===== src/rtl/lcd_init_fill.sv =====
// ST7789 power-on sequencer: reset timing, command table, full-screen fill, then idle.
// Define LCD_WINDOW_FILL_EN to accept window-fill requests from IDLE.
module lcd_init_fill #(
   parameter int unsigned H_RES      = 240,
   parameter int unsigned V_RES      = 320,
   parameter logic [22:0] T_RST      = 23'd5000_000,
   parameter logic [22:0] T_WAKE     = 23'd2500_000,
   parameter logic [22:0] T_SLPOUT   = 23'd6000_000,
   parameter logic [15:0] INIT_COLOR = 16'hFFFF
) (
   input  logic        sys_clk_50MHz,
   input  logic        sys_rst,
   input  logic        wr_done,
   input  logic        fill_req,
   input  logic [15:0] fill_color,
   input  logic [15:0] x0,
   input  logic [15:0] x1,
   input  logic [15:0] y0,
   input  logic [15:0] y1,
   output logic        lcd_rst,
   output logic [8:0]  init_data,
   output logic        en_write,
   output logic        init_done,
   output logic        fill_done
);

   localparam int unsigned PW      = $clog2(2 * H_RES * V_RES + 1);
   localparam int unsigned CMD_LEN = 58;
   localparam int unsigned WIN_LEN = 11;
   localparam logic [15:0] X_MAX   = 16'(H_RES - 1);
   localparam logic [15:0] Y_MAX   = 16'(V_RES - 1);

   typedef enum logic [2:0] {RST_LOW, WAKE, CMD, SLP_WAIT, WINDOW, PIXEL, IDLE} state_t;

   state_t         state_q, state_d;
   logic [22:0]    cnt_q, cnt_d;
   logic [5:0]     idx_q, idx_d;
   logic [PW-1:0]  pix_q, pix_d;
   logic [PW-1:0]  pix_last_c;
   logic [15:0]    wx0_q, wx0_d, wx1_q, wx1_d, wy0_q, wy0_d, wy1_q, wy1_d;
   logic [15:0]    color_q, color_d;
   logic           user_q, user_d;
   logic           lcd_rst_q, lcd_rst_d;
   logic [8:0]     init_data_q, init_data_d;
   logic           en_write_q, en_write_d;
   logic           init_done_q, init_done_d;
   logic           fill_done_q, fill_done_d;

   // ST7789 bring-up table; bit8 marks a data byte.
   function automatic logic [8:0] cmd_word(input logic [5:0] i);
      logic [8:0] w;
      case (i)
         6'd0:  w = 9'h011;
         6'd1:  w = 9'h036;  6'd2:  w = 9'h108;
         6'd3:  w = 9'h03A;  6'd4:  w = 9'h105;
         6'd5:  w = 9'h0B2;  6'd6:  w = 9'h10C;  6'd7:  w = 9'h10C;
         6'd8:  w = 9'h100;  6'd9:  w = 9'h133;  6'd10: w = 9'h133;
         6'd11: w = 9'h0B7;  6'd12: w = 9'h135;
         6'd13: w = 9'h0BB;  6'd14: w = 9'h119;
         6'd15: w = 9'h0C0;  6'd16: w = 9'h12C;
         6'd17: w = 9'h0C2;  6'd18: w = 9'h101;
         6'd19: w = 9'h0C3;  6'd20: w = 9'h112;
         6'd21: w = 9'h0C4;  6'd22: w = 9'h120;
         6'd23: w = 9'h0D0;  6'd24: w = 9'h1A4;  6'd25: w = 9'h1A1;
         6'd26: w = 9'h0E0;
         6'd27: w = 9'h1D0;  6'd28: w = 9'h104;  6'd29: w = 9'h10D;  6'd30: w = 9'h111;
         6'd31: w = 9'h113;  6'd32: w = 9'h12B;  6'd33: w = 9'h13F;  6'd34: w = 9'h154;
         6'd35: w = 9'h14C;  6'd36: w = 9'h118;  6'd37: w = 9'h10D;  6'd38: w = 9'h10B;
         6'd39: w = 9'h11F;  6'd40: w = 9'h123;
         6'd41: w = 9'h0E1;
         6'd42: w = 9'h1D0;  6'd43: w = 9'h104;  6'd44: w = 9'h10C;  6'd45: w = 9'h111;
         6'd46: w = 9'h113;  6'd47: w = 9'h12C;  6'd48: w = 9'h13F;  6'd49: w = 9'h144;
         6'd50: w = 9'h151;  6'd51: w = 9'h12F;  6'd52: w = 9'h11F;  6'd53: w = 9'h11F;
         6'd54: w = 9'h120;  6'd55: w = 9'h123;
         6'd56: w = 9'h021;  6'd57: w = 9'h029;
         default: w = 9'h000;
      endcase
      return w;
   endfunction

   function automatic logic [8:0] win_word(input logic [5:0] i, input logic [15:0] a0,
                                           input logic [15:0] a1, input logic [15:0] b0,
                                           input logic [15:0] b1);
      logic [8:0] w;
      case (i)
         6'd0:  w = 9'h02A;
         6'd1:  w = {1'b1, a0[15:8]};
         6'd2:  w = {1'b1, a0[7:0]};
         6'd3:  w = {1'b1, a1[15:8]};
         6'd4:  w = {1'b1, a1[7:0]};
         6'd5:  w = 9'h02B;
         6'd6:  w = {1'b1, b0[15:8]};
         6'd7:  w = {1'b1, b0[7:0]};
         6'd8:  w = {1'b1, b1[15:8]};
         6'd9:  w = {1'b1, b1[7:0]};
         6'd10: w = 9'h02C;
         default: w = 9'h000;
      endcase
      return w;
   endfunction

   function automatic logic [15:0] clamp16(input logic [15:0] v, input logic [15:0] lim);
      return (v > lim) ? lim : v;
   endfunction

   assign pix_last_c = PW'((32'(wx1_q - wx0_q) + 32'd1) * (32'(wy1_q - wy0_q) + 32'd1)
                           * 32'd2 - 32'd1);

`ifndef LCD_WINDOW_FILL_EN
   logic unused_fill;
   assign unused_fill = ^{fill_req, fill_color, x0, x1, y0, y1};
`endif

   // Next state, counters, window latch and registered outputs.
   always_comb begin
      state_d     = state_q;
      cnt_d       = '0;
      idx_d       = idx_q;
      pix_d       = pix_q;
      wx0_d       = wx0_q;
      wx1_d       = wx1_q;
      wy0_d       = wy0_q;
      wy1_d       = wy1_q;
      color_d     = color_q;
      user_d      = user_q;
      fill_done_d = 1'b0;

      case (state_q)
         RST_LOW: begin
            cnt_d = cnt_q + 23'd1;
            if (cnt_q == T_RST - 23'd1) state_d = WAKE;
         end
         WAKE: begin
            cnt_d = cnt_q + 23'd1;
            if (cnt_q == T_WAKE - 23'd1) state_d = CMD;
         end
         CMD: begin
            if (wr_done) begin
               if (idx_q == 6'(CMD_LEN - 1)) state_d = SLP_WAIT;
               else                          idx_d   = idx_q + 6'd1;
            end
         end
         SLP_WAIT: begin
            cnt_d = cnt_q + 23'd1;
            if (cnt_q == T_SLPOUT - 23'd1) begin
               state_d = WINDOW;
               wx0_d   = '0;
               wx1_d   = X_MAX;
               wy0_d   = '0;
               wy1_d   = Y_MAX;
               color_d = INIT_COLOR;
               user_d  = 1'b0;
            end
         end
         WINDOW: begin
            if (wr_done) begin
               if (idx_q == 6'(WIN_LEN - 1)) state_d = PIXEL;
               else                          idx_d   = idx_q + 6'd1;
            end
         end
         PIXEL: begin
            if (wr_done) begin
               if (pix_q == pix_last_c) begin
                  state_d     = IDLE;
                  fill_done_d = user_q;
               end else begin
                  pix_d = pix_q + PW'(1);
               end
            end
         end
         IDLE: begin
`ifdef LCD_WINDOW_FILL_EN
            if (fill_req) begin
               wx0_d   = clamp16((x1 < x0) ? x1 : x0, X_MAX);
               wx1_d   = clamp16((x1 < x0) ? x0 : x1, X_MAX);
               wy0_d   = clamp16((y1 < y0) ? y1 : y0, Y_MAX);
               wy1_d   = clamp16((y1 < y0) ? y0 : y1, Y_MAX);
               color_d = fill_color;
               user_d  = 1'b1;
               state_d = WINDOW;
            end
`endif
         end
         default: state_d = RST_LOW;
      endcase

      if (state_d != state_q) begin
         cnt_d = '0;
         idx_d = '0;
         pix_d = '0;
      end

      lcd_rst_d   = (state_d != RST_LOW);
      en_write_d  = (state_d == CMD) || (state_d == WINDOW) || (state_d == PIXEL);
      init_done_d = (state_d == IDLE);
      case (state_d)
         CMD:     init_data_d = cmd_word(idx_d);
         WINDOW:  init_data_d = win_word(idx_d, wx0_d, wx1_d, wy0_d, wy1_d);
         PIXEL:   init_data_d = {1'b1, pix_d[0] ? color_d[7:0] : color_d[15:8]};
         default: init_data_d = 9'h000;
      endcase
   end

   always_ff @(posedge sys_clk_50MHz or posedge sys_rst) begin
      if (sys_rst) begin
         state_q     <= RST_LOW;
         cnt_q       <= '0;
         idx_q       <= '0;
         pix_q       <= '0;
         wx0_q       <= '0;
         wx1_q       <= '0;
         wy0_q       <= '0;
         wy1_q       <= '0;
         color_q     <= '0;
         user_q      <= 1'b0;
         lcd_rst_q   <= 1'b0;
         init_data_q <= 9'h000;
         en_write_q  <= 1'b0;
         init_done_q <= 1'b0;
         fill_done_q <= 1'b0;
      end else begin
         state_q     <= state_d;
         cnt_q       <= cnt_d;
         idx_q       <= idx_d;
         pix_q       <= pix_d;
         wx0_q       <= wx0_d;
         wx1_q       <= wx1_d;
         wy0_q       <= wy0_d;
         wy1_q       <= wy1_d;
         color_q     <= color_d;
         user_q      <= user_d;
         lcd_rst_q   <= lcd_rst_d;
         init_data_q <= init_data_d;
         en_write_q  <= en_write_d;
         init_done_q <= init_done_d;
         fill_done_q <= fill_done_d;
      end
   end

   assign lcd_rst   = lcd_rst_q;
   assign init_data = init_data_q;
   assign en_write  = en_write_q;
   assign init_done = init_done_q;
   assign fill_done = fill_done_q;

endmodule


===== config.mk =====
export PLATFORM = sky130hd
export DESIGN_NAME = lcd_init_fill
export DESIGN_NICKNAME = d
export VERILOG_FILES = /design/src/rtl/lcd_init_fill.sv
export SDC_FILE = /design/constraint.sdc
export NUM_CORES = 1
export LEC_CHECK = 0
export BUFFER_PORTS_ARGS = -buffer_cell sky130_fd_sc_hd__buf_4
export CORE_MARGIN = 2
export CORE_UTILIZATION = 45
export CTS_CLUSTER_SIZE = 14
export DETAILED_ROUTE_END_ITERATION = 10
export PLACE_DENSITY = 0.7
export SLEW_MARGIN = 25
export SYNTH_ARGS = -nofsm -noshare
export SYNTH_HDL_FRONTEND = slang
export SYNTH_SLANG_ARGS = --single-unit

===== constraint.sdc =====
create_clock -name sys_clk_50MHz -period 21 [get_ports sys_clk_50MHz]
set_input_delay 2.1 -clock sys_clk_50MHz [delete_from_list [all_inputs] [get_ports sys_clk_50MHz]]
set_output_delay 2.1 -clock sys_clk_50MHz [all_outputs]
set_load 0.02 [all_outputs]

# Word level (Yosys, flattened, before mapping)
# Memories as Yosys holds them, arrays and structs flattened.
# Cells that the tools add are included.
# Widths: inputs -> output; s select.
dict set report classes {
  n_addsub 8
  mux 35
  n_reduce_logical 9
  n_eq_ne 28
  multipliers 1
}
# op n
set op_table {}
lappend op_table {{$mux 16} 10}
lappend op_table {{$pmux 9 s11} 1}
lappend op_table {{$mux 18} 4}
lappend op_table {{$eq 23x23->1 const B} 2}
lappend op_table {{$mux 23} 2}
lappend op_table {{$add 17x2->18 const B} 2}
lappend op_table {{$sub 16x16->17} 2}
lappend op_table {{$mux 6} 5}
lappend op_table {{$mux 3} 9}
lappend op_table {{$pmux 9 s3} 1}
lappend op_table {{$eq 6x3->1 const B} 4}
lappend op_table {{$eq 6x4->1 const B} 4}
lappend op_table {{$add 23x1->23 const B} 1}
lappend op_table {{$eq 23x22->1 const B} 1}
lappend op_table {{$pmux 3 s7} 1}
lappend op_table {{$add 18x1->18 const B} 1}
lappend op_table {{$eq 18x18->1} 1}
lappend op_table {{$eq 3x3->1 const B} 6}
lappend op_table {{$mul 18x18->17} 1}
lappend op_table {{$sub 18x1->18 const B} 1}
lappend op_table {{$eq 6x2->1 const B} 2}
lappend op_table {{$pmux 6 s2} 1}
lappend op_table {{$eq 3x2->1 const B} 3}
lappend op_table {{$mux 8} 1}
lappend op_table {{other kinds (13)} 15}
dict set report word_totals {
  output_inout_bits 13
  memories 1
  inputBits 84
  rom_bits 576
  register_bits 142
}
# memory depth width read_ports rd_ports_with_merged_regs wr line_no
set mem_list {}
lappend mem_list {{(name not given)} 64 9 1 0 0 52} ;# case (i)

# Longest topological paths before layout
# Gate-level depths: netlist of run 1.
dict set report logic_depth {
  depth_word 13
  ltp_mapped 50
}

# Least setup slack after synthesis of run 1
# Ideal clock, no wire load.
dict set report synth_timing {
  kind {register to register}
  from {register wy0_q[0]}
  to {register init_data_q[1] (netlist: init_data[1])}
  t_arrival_ns 11.099
  t_required_ns 20.874
  stages_incl_launch_ff 46
  slack_ns 9.775
  cell_sequence {dfrtp_1 ha_1 fa_1 inv_1 ha_1 inv_1 nor4_1 o2111ai_1 nor4_1 nand2_1 xnor2_1 nand2_1 fa_1 inv_1 ha_1 inv_1 fa_1 fa_1 (+10 left out) xnor2_1 xnor2_1 xnor3_1 xor3_2 a21o_1 buf_6 buf_2 clkbuf_1 nor2_1 inv_1 ha_1 clkbuf_1 nand2_1 o21ai_0 a221o_1 a222oi_1 a21boi_1 a221o_1}
}
dict set report synth_between {
  elab_chain_cells 13
  elab_cells_between_ends 32
}
# element line_no
set synth_lines {}
lappend synth_lines {{start, declared} 40} ;# logic [15:0] wx0_q, wx0_d, wx1_q, wx1_d, wy0_q, wy0_d, wy1_q, wy1_d;
lappend synth_lines {{start signal, assigned} 228} ;# wy0_q <= wy0_d;
lappend synth_lines {{$sub 16x16->17 (*)} 106} ;# assign pix_last_c = PW'((32'(wx1_q - wx0_q) + 32'd1) * (32'(wy1_q - wy0_q) + 32'd1)
lappend synth_lines {{$add 17x2->18 (*)} 106}
lappend synth_lines {{$mul 18x18->17 (*)} 106}
lappend synth_lines {{$sub 18x1->18 (*)} 107} ;# * 32'd2 - 32'd1);
lappend synth_lines {{$eq 18x18->1 (*)} 163} ;# if (pix_q == pix_last_c) begin
lappend synth_lines {{$mux 3 (*)} 163}
lappend synth_lines {{$mux 3 (*)} 162} ;# if (wr_done) begin
lappend synth_lines {{$pmux 3 s7 (*)} 128} ;# case (state_q)
lappend synth_lines {{$ne 3x3->1 (*)} 187} ;# if (state_d != state_q) begin
lappend synth_lines {{$mux 6 (*)} 187}
lappend synth_lines {{net idx_d[0]} 37} ;# logic [5:0] idx_q, idx_d;
lappend synth_lines {{parallel branches: the longest is 2 deep, another holds $mem_v2 64x9} -}
lappend synth_lines {{$pmux 9 s3 (*)} 196} ;# case (state_d)
lappend synth_lines {{net init_data_d[1]} 44} ;# logic [8:0] init_data_q, init_data_d;
lappend synth_lines {{end signal, assigned} 233} ;# init_data_q <= init_data_d;
lappend synth_lines {{end, declared} 44}
# Mark *: on every way through the listed nets, which the timed path passes. The select of a mux whose other input is x is not followed.
# A chain may end at the register's enable or synchronous reset.

# Worst setup path in the final report of run 1
dict set report layout_timing {
  from {register wy0_q[0]}
  to {register init_data_q[2] (netlist: init_data[2])}
}
# The elaborated chain is that of the path after synthesis.

==> run_summary.xml, run 1 <==
<?xml version="1.0" encoding="UTF-8"?>
<metrics>
  <group name="floorplan">
    <metric name="top_level_ports" unit="">97</metric>
    <metric name="fp.dieH" unit="microns">186</metric>
    <metric name="die_area" unit="sq mm">0.0347</metric>
    <metric name="placement_rows" unit="">66</metric>
    <metric name="placeableCoreArea" unit="sq mm">0.0326</metric>
    <metric name="initial_core_utilization" unit="%">45.9</metric>
    <metric name="die_width" unit="microns">186</metric>
  </group>
  <group name="detailed_routing">
    <metric name="routed_wl" unit="microns">38500</metric>
    <metric name="detail_route.first_pass.iterations" unit="">8</metric>
    <metric name="drt-vias-per-instance" unit="">5.72</metric>
    <metric name="route.detailed.wl_per_inst" unit="microns">17.5</metric>
    <metric name="post-route-drc-count" unit="">0</metric>
    <metric name="drtIter0Drc" unit="">923</metric>
    <metric name="drtAntennaViolNets" unit="">0</metric>
    <metric name="routed_vias" unit="">12600</metric>
  </group>
  <group name="critical_path">
    <metric name="startpoint_type" unit="">register</metric>
    <metric name="path_common_cell" unit="">sky130_fd_sc_hd__fa_1</metric>
    <metric name="cp_max_fo" unit="">20</metric>
    <metric name="cp.required" unit="ps">21340</metric>
    <metric name="cp.arrival" unit="ps">14160</metric>
    <metric name="slowest_stage_cell_on_the_critical_path" unit="">sky130_fd_sc_hd__xor2_1</metric>
    <metric name="kind_of_critical_path" unit="">reg2reg</metric>
    <metric name="worst_path_largest_cell_delay" unit="ps">820</metric>
    <metric name="critical_path.endpoint_type" unit="">register</metric>
  </group>
  <group name="sta">
    <metric name="worst_slew_margin_rel" unit="%">30.8</metric>
    <metric name="unrepaired_setup_endpoints_after_global_routing" unit="">false</metric>
    <metric name="finalCriticalPeriod" unit="ps">13820</metric>
    <metric name="clock-skew-final" unit="ps">16.3</metric>
    <metric name="setup_violations" unit="">0</metric>
    <metric name="period_share" unit="%">65.8</metric>
    <metric name="setup_tns" unit="ps">0</metric>
    <metric name="maxSlewViolCount" unit="">0</metric>
    <metric name="final-hold-violation-count" unit="">0</metric>
    <metric name="worst-slew-pin-transition" unit="ps">1040</metric>
    <metric name="clock.fmax" unit="MHz">72.4</metric>
  </group>
  <group name="global_routing">
    <metric name="wire_length_of_the_first_global_routing_pass" unit="microns">64100</metric>
    <metric name="grt_pass1_vias" unit="">12800</metric>
    <metric name="grt_util_all_layers" unit="%">22.4</metric>
    <metric name="global_route.overflow_total" unit="">0</metric>
    <metric name="antenna_found_initial" unit="">0</metric>
    <metric name="grt_max_degree" unit="">79</metric>
  </group>
  <group name="cts">
    <metric name="post_cts_buffers" unit="">0</metric>
    <metric name="clkSlewWorstSetupHoldPaths" unit="ps">70</metric>
    <metric name="cts_buffers" unit="">17</metric>
    <metric name="cts-root-buf" unit="">sky130_fd_sc_hd__clkbuf_16</metric>
    <metric name="cts.sinks" unit="">142</metric>
    <metric name="cts_buffer_depth" unit="">2</metric>
    <metric name="cts_resized" unit="">0</metric>
    <metric name="tritoncts_clock_tree" unit="">yes</metric>
    <metric name="cts-htree-levels" unit="">4</metric>
    <metric name="cts_hold_buffers" unit="">0</metric>
    <metric name="insertion_delay" unit="ps">420</metric>
  </group>
  <group name="job">
    <metric name="maxcap_violations" unit="">0</metric>
  </group>
  <group name="finish">
    <metric name="final_nets" unit="">2037</metric>
    <metric name="layout-area-overhead-vs-synth" unit="%">7.29</metric>
    <metric name="post_route_cells_drive_above_1_share" unit="%">7.12</metric>
    <metric name="finish.cell_count_without_fillers" unit="">2197</metric>
    <metric name="seqCellArea" unit="sq mm">0.00355</metric>
    <metric name="multiInputGateArea" unit="sq mm">0.0104</metric>
    <metric name="insertedDiodeCount" unit="">0</metric>
    <metric name="final.fill_count" unit="">3079</metric>
  </group>
  <group name="logic_synthesis">
    <metric name="seq_area_frac_synth" unit="%">23.8</metric>
    <metric name="synthFlopType" unit="">sky130_fd_sc_hd__dfrtp_1</metric>
    <metric name="synthesis.area_per_instance" unit="sq um">8.49</metric>
    <metric name="mappedNetlistArea" unit="sq mm">0.0150</metric>
    <metric name="ys_types" unit="">98</metric>
    <metric name="async_flop_share" unit="%">100</metric>
    <metric name="number_of_instances_in_the_synthesized_netlist" unit="">1762</metric>
    <metric name="synth_enable_flop_cells" unit="">0</metric>
    <metric name="synth.top_cells.by_area" unit="">sky130_fd_sc_hd__dfrtp_1 24%, sky130_fd_sc_hd__fa_1 13%, sky130_fd_sc_hd__ha_1 9.7%</metric>
    <metric name="ys_warn_count" unit="">0</metric>
    <metric name="synthDominantCellAreaShare" unit="%">23.8</metric>
    <metric name="yosys_reg_bits" unit="">142</metric>
    <metric name="syn_nets" unit="">2057</metric>
    <metric name="yosysTopAreaCell" unit="">sky130_fd_sc_hd__dfrtp_1</metric>
  </group>
  <group name="place">
    <metric name="place_inst" unit="">2165</metric>
    <metric name="place_hpwl" unit="microns">29400</metric>
    <metric name="port_buffers" unit="">14</metric>
    <metric name="gpl.final_weighted_congestion" unit="">0.881</metric>
  </group>
  <group name="status">
    <metric name="run_status" unit="">completed</metric>
  </group>
  <group name="worst_hold_path">
    <metric name="min_path_type" unit="">reg2reg</metric>
  </group>
  <group name="pwr">
    <metric name="vdd.ir_drop.worst" unit="mV">0.0532</metric>
    <metric name="cellPowerDensity" unit="mW/mm^2">35.9</metric>
    <metric name="power_leakage" unit="nW">7.43</metric>
  </group>
</metrics>
routing by layer:
layer / routed length, microns / global-route usage [%] / up-vias / part of all wire, %
met5: 0 / 0 / - / 0
met4: 1280 / 9.17 / 0 / 3.3
met3: 1980 / 2.76 / 71 / 5.2
met2: 18400 / 37.6 / 415 / 48
met1: 16900 / 29.4 / 6123 / 44
li1: - / - / 5952 / -
flip-flops by register name, indices dropped and copies added, names as in the netlist:
name,flops
cnt_q,23
color_q,16
en_write,1
idx_q,6
init_data,9
init_done,1
lcd_rst,1
pix_q,18
state_q,3
wx0_q,16
wx1_q,16
wy0_q,16
wy1_q,16
cell usage in the layout, fill, tap and decap left out, types with 48 or more instances in the layout:
cell type                 count
sky130_fd_sc_hd__xor2_1      52
sky130_fd_sc_hd__inv_1      191
sky130_fd_sc_hd__fa_1        95
sky130_fd_sc_hd__ha_1       116
sky130_fd_sc_hd__nor2_1     196
sky130_fd_sc_hd__nand3_1     50
sky130_fd_sc_hd__a21oi_1     74
sky130_fd_sc_hd__nand2_1    165
sky130_fd_sc_hd__dfrtp_1    142
sky130_fd_sc_hd__o21ai_0     48
sky130_fd_sc_hd__xnor2_1     91
report_power, final:
group          switching, mW  internal [mW]  leakage (nW)  total (mW)
Combinational        0.00585       0.000515          5.19     0.00637
Clock                  0.135          0.162         0.284       0.297
Sequential                 0          0.273          1.95       0.273
Total                  0.141          0.435          7.43       0.576
area by class of cell:
class,count,share of cell area (%)
multi-input cells,1360,64.9
inverters,193,4.55
clock inverters,14,0.881
well taps,442,3.45
clock buffers,18,2.74
repair buffers,28,1.33
flip-flops and latches,142,22.1
worst max-delay path: cells and delay by family, from the launching register on:
kind	cells	cell delay (ps)
adders and majority gates	10	4840
and+or+nand+nor	10	2870
xor gates and xnor gates	7	2860
AOI/OAI and AO/OA	9	2040
buffers and inverters	3	740
DFF	1	380
synth_stat cells, drive strengths merged (6+ instances only):
cell and number:
and3 13, or3 17, a22oi 9, nand3 50, and2 48, a22o 7
o2111ai 6, nand2b 15, or4 6, a31oi 15, xor2 53, buf 12
ha 116, xnor2 92, o21ai 54, mux2i 8, inv 192, o21a 9
a21o 21, mux2 7, dfrtp 142, clkbuf 55, o31ai 7, o22ai 9
o211ai 11, a222oi 9, nand2 165, or2 35, a211oi 10, nor3 37
nor2b 28, fa 95, nor4 14, a221o 12, nand4 20, nor2 198
a21oi 77
logic make-up after synthesis:
group | synth area share (%)
compound gates | 14.7
xor+xnor | 9.16
fa+ha+maj | 22.4
buf+inv | 6.67
flops | 23.8
mux | 1.06
other cells | 0.0251
simple gates | 22.2
path summary, 6_finish.rpt:
kind	startpoint	end	slack [ps]	cells past startpoint
hold reg to reg	color_q[2]	color_q[2]	450	1
hold / removal	color_q[2]	color_q[2]	450	1
setup / recovery	wy0_q[0]	init_data[2]	7180	39
min in group asynchronous	sys_rst	wx1_q[15]	1780	2
setup reg to reg	wy0_q[0]	init_data[2]	7180	39
max in group asynchronous	sys_rst	color_q[10]	18120	3
per-stage QoR:
| stage | hold WS [ps] | instance area (sq um) | util [%] | setup WS [ps] | total power, mW |
|---|---|---|---|---|---|
| detailed placement | 434 | 15500 | 47.4 | 7510 | 0.285 |
| global route | 471 | 16000 | 49.2 | 6490 | 0.594 |
| CTS | 449 | 16000 | 49.2 | 7470 | 0.583 |
| finish | 451 | 16000 | 49.2 | 7180 | 0.576 |
| global placement | 434 | 15500 | 47.4 | 7580 | 0.285 |
| floorplan | 423 | 15000 | - | 9770 | 0.283 |
Note: power is estimated with default switching activity, not from simulation.
==> run 2: changes to the inputs <==
Clock period 21 ns to 13.4 ns, I/O delays scaled along.
==> run_summary.xml, run 2 (synthesized netlist as in run 1, its figures left out) <==
<?xml version="1.0" encoding="UTF-8"?>
<metrics>
  <group name="worst_hold_path">
    <metric name="holdCritStartpoint" unit="">color_q[15]</metric>
    <metric name="min_path_type" unit="">reg2reg</metric>
    <metric name="worst_hold_path.num_cells" unit="">1</metric>
    <metric name="whs_endpoint" unit="">color_q[15]</metric>
  </group>
  <group name="cts">
    <metric name="clkSlewWorstSetupHoldPaths" unit="ps">70</metric>
    <metric name="cts_buffer_depth" unit="">2</metric>
    <metric name="post_cts_buffers" unit="">0</metric>
    <metric name="insertion_delay" unit="ps">430</metric>
    <metric name="cts_hold_buffers" unit="">0</metric>
    <metric name="cts_resized" unit="">0</metric>
    <metric name="cts.sinks" unit="">142</metric>
    <metric name="tritoncts_clock_tree" unit="">yes</metric>
    <metric name="cts_buffers" unit="">17</metric>
    <metric name="cts-htree-levels" unit="">4</metric>
    <metric name="cts-root-buf" unit="">sky130_fd_sc_hd__clkbuf_16</metric>
  </group>
  <group name="sta">
    <metric name="final-hold-violation-count" unit="">0</metric>
    <metric name="finalCriticalPeriod" unit="ps">12530</metric>
    <metric name="worst-slew-pin-transition" unit="ps">1020</metric>
    <metric name="clock.fmax" unit="MHz">79.8</metric>
    <metric name="worst_slew_margin_rel" unit="%">32.1</metric>
    <metric name="period_share" unit="%">93.5</metric>
    <metric name="maxSlewViolCount" unit="">0</metric>
    <metric name="unrepaired_setup_endpoints_after_global_routing" unit="">false</metric>
    <metric name="setup_violations" unit="">0</metric>
    <metric name="final.setup.worst_slack" unit="ps">874</metric>
    <metric name="setup_tns" unit="ps">0</metric>
    <metric name="clock-skew-final" unit="ps">10.3</metric>
    <metric name="finalHoldWorstSlack" unit="ps">451</metric>
  </group>
  <group name="critical_path">
    <metric name="kind_of_critical_path" unit="">reg2reg</metric>
    <metric name="critical_path.endpoint_type" unit="">register</metric>
    <metric name="r2r.worst_path.cells" unit="">37</metric>
    <metric name="slowest_stage_cell_on_the_critical_path" unit="">sky130_fd_sc_hd__ha_1</metric>
    <metric name="worst_path_largest_cell_delay" unit="ps">710</metric>
    <metric name="reg2reg_to" unit="">init_data[1]</metric>
    <metric name="cp.arrival" unit="ps">12880</metric>
    <metric name="path_common_cell" unit="">sky130_fd_sc_hd__fa_1</metric>
    <metric name="launch_instance_of_the_worst_register_to_register_path" unit="">wx0_q[0]</metric>
    <metric name="cp_max_fo" unit="">16</metric>
    <metric name="cp.required" unit="ps">13760</metric>
    <metric name="startpoint_type" unit="">register</metric>
    <metric name="r2r_setup_slack" unit="ps">870</metric>
  </group>
  <group name="global_routing">
    <metric name="wire_length_of_the_first_global_routing_pass" unit="microns">63700</metric>
    <metric name="grt_pass1_vias" unit="">12600</metric>
    <metric name="grt_util_all_layers" unit="%">22.4</metric>
    <metric name="antenna_found_initial" unit="">0</metric>
    <metric name="grt_max_degree" unit="">80</metric>
    <metric name="global_route.overflow_total" unit="">0</metric>
  </group>
  <group name="detailed_routing">
    <metric name="detail_route.first_pass.iterations" unit="">6</metric>
    <metric name="routed_wl" unit="microns">38300</metric>
    <metric name="drtAntennaViolNets" unit="">0</metric>
    <metric name="drt-vias-per-instance" unit="">5.63</metric>
    <metric name="post-route-drc-count" unit="">0</metric>
    <metric name="routed_vias" unit="">12500</metric>
    <metric name="route.detailed.wl_per_inst" unit="microns">17.3</metric>
    <metric name="drtIter0Drc" unit="">1185</metric>
  </group>
  <group name="floorplan">
    <metric name="placeableCoreArea" unit="sq mm">0.0326</metric>
    <metric name="initial_core_utilization" unit="%">45.9</metric>
    <metric name="die_area" unit="sq mm">0.0347</metric>
    <metric name="die_width" unit="microns">186</metric>
    <metric name="top_level_ports" unit="">97</metric>
    <metric name="placement_rows" unit="">66</metric>
    <metric name="fp.dieH" unit="microns">186</metric>
  </group>
  <group name="finish">
    <metric name="layout_commonest_cell" unit="">sky130_fd_sc_hd__nor2_1</metric>
    <metric name="final_nets" unit="">2057</metric>
    <metric name="leading_cell_types_in_the_layout_fill_and_taps_excluded" unit="">196 x sky130_fd_sc_hd__nor2_1, 191 x sky130_fd_sc_hd__inv_1, 165 x sky130_fd_sc_hd__nand2_1</metric>
    <metric name="post_route_cells_drive_above_1_share" unit="%">8.11</metric>
    <metric name="layout-area-overhead-vs-synth" unit="%">8.46</metric>
    <metric name="largest_reg_flops" unit="">23</metric>
    <metric name="largest_registers" unit="">cnt_q: 23 flops, pix_q: 18 flops</metric>
    <metric name="largest_register" unit="">cnt_q</metric>
    <metric name="insertedDiodeCount" unit="">0</metric>
    <metric name="finalInstanceArea" unit="sq mm">0.0162</metric>
  </group>
  <group name="place">
    <metric name="gpl.final_weighted_congestion" unit="">0.889</metric>
    <metric name="place_hpwl" unit="microns">29400</metric>
    <metric name="placement.cell_area" unit="sq mm">0.0156</metric>
    <metric name="detailedPlace.worstSlack" unit="ps">956</metric>
    <metric name="port_buffers" unit="">14</metric>
  </group>
  <group name="job">
    <metric name="maxcap_violations" unit="">0</metric>
  </group>
  <group name="status">
    <metric name="run_status" unit="">completed</metric>
  </group>
  <group name="pwr">
    <metric name="vdd.ir_drop.worst" unit="mV">0.0717</metric>
    <metric name="power_leakage" unit="nW">7.53</metric>
    <metric name="cellPowerDensity" unit="mW/mm^2">57.6</metric>
  </group>
</metrics>
==> run 2: worst max-delay path, delay by kind of cell (launching register included) <==
family,cells,cell delay [ps]
xor gates and xnor gates,7,2210
DFF,1,400
and+or+nand+nor,10,3470
buffers and inverters,4,630
AOI/OAI and AO/OA,6,940
adders and majority gates,10,4770
==> run 2: metal layers <==
layer	wire length (microns)	GRT usage (%)	share of wire, %	vias up
met5	0	0	0	-
met4	1130	8.31	3.0	0
met3	1760	2.99	4.6	74
met2	18000	37.2	47	388
li1	-	-	-	5991
met1	17400	30.0	46	6034
==> run 2: metrics by stage <==
step | power [mW] | utilization, % | std cells
2_1_floorplan | 0.444 | - | 1762
3_3_place_gp | 0.447 | 47.8 | 2185
3_5_place_dp | 0.447 | 47.8 | 2185
4_1_cts | 0.941 | 49.7 | 2217
5_1_grt | 0.962 | 49.7 | 2217
6_report | 0.935 | 49.7 | 2217
==> run 2: worst max-delay path by stage <==
| stage | startpoint | endpoint | cells after the start |
|---|---|---|---|
| floorplan | wy0_q[0] | init_data[1] | 45 |
| global placement | wx0_q[0] | init_data[2] | 40 |
| detailed placement | wx0_q[0] | init_data[2] | 40 |
| CTS | wx0_q[0] | init_data[2] | 40 |
| global route | wx0_q[0] | init_data[2] | 40 |
| finish | wx0_q[0] | init_data[1] | 37 |
==> run 2: power breakdown <==
group,internal (mW),switching [mW]
Combinational,0.000703,0.00907
Clock,0.287,0.209
Sequential,0.429,0
==> run 2: layout make-up <==
cell class,instances,area (sq um)
fillers,3080,16400
clock buffers,18,439
repair buffers,48,360
well taps,442,553
clock inverters,14,176
inverters,193,729
multi-input cells,1360,10400
flip-flops and latches,142,3550
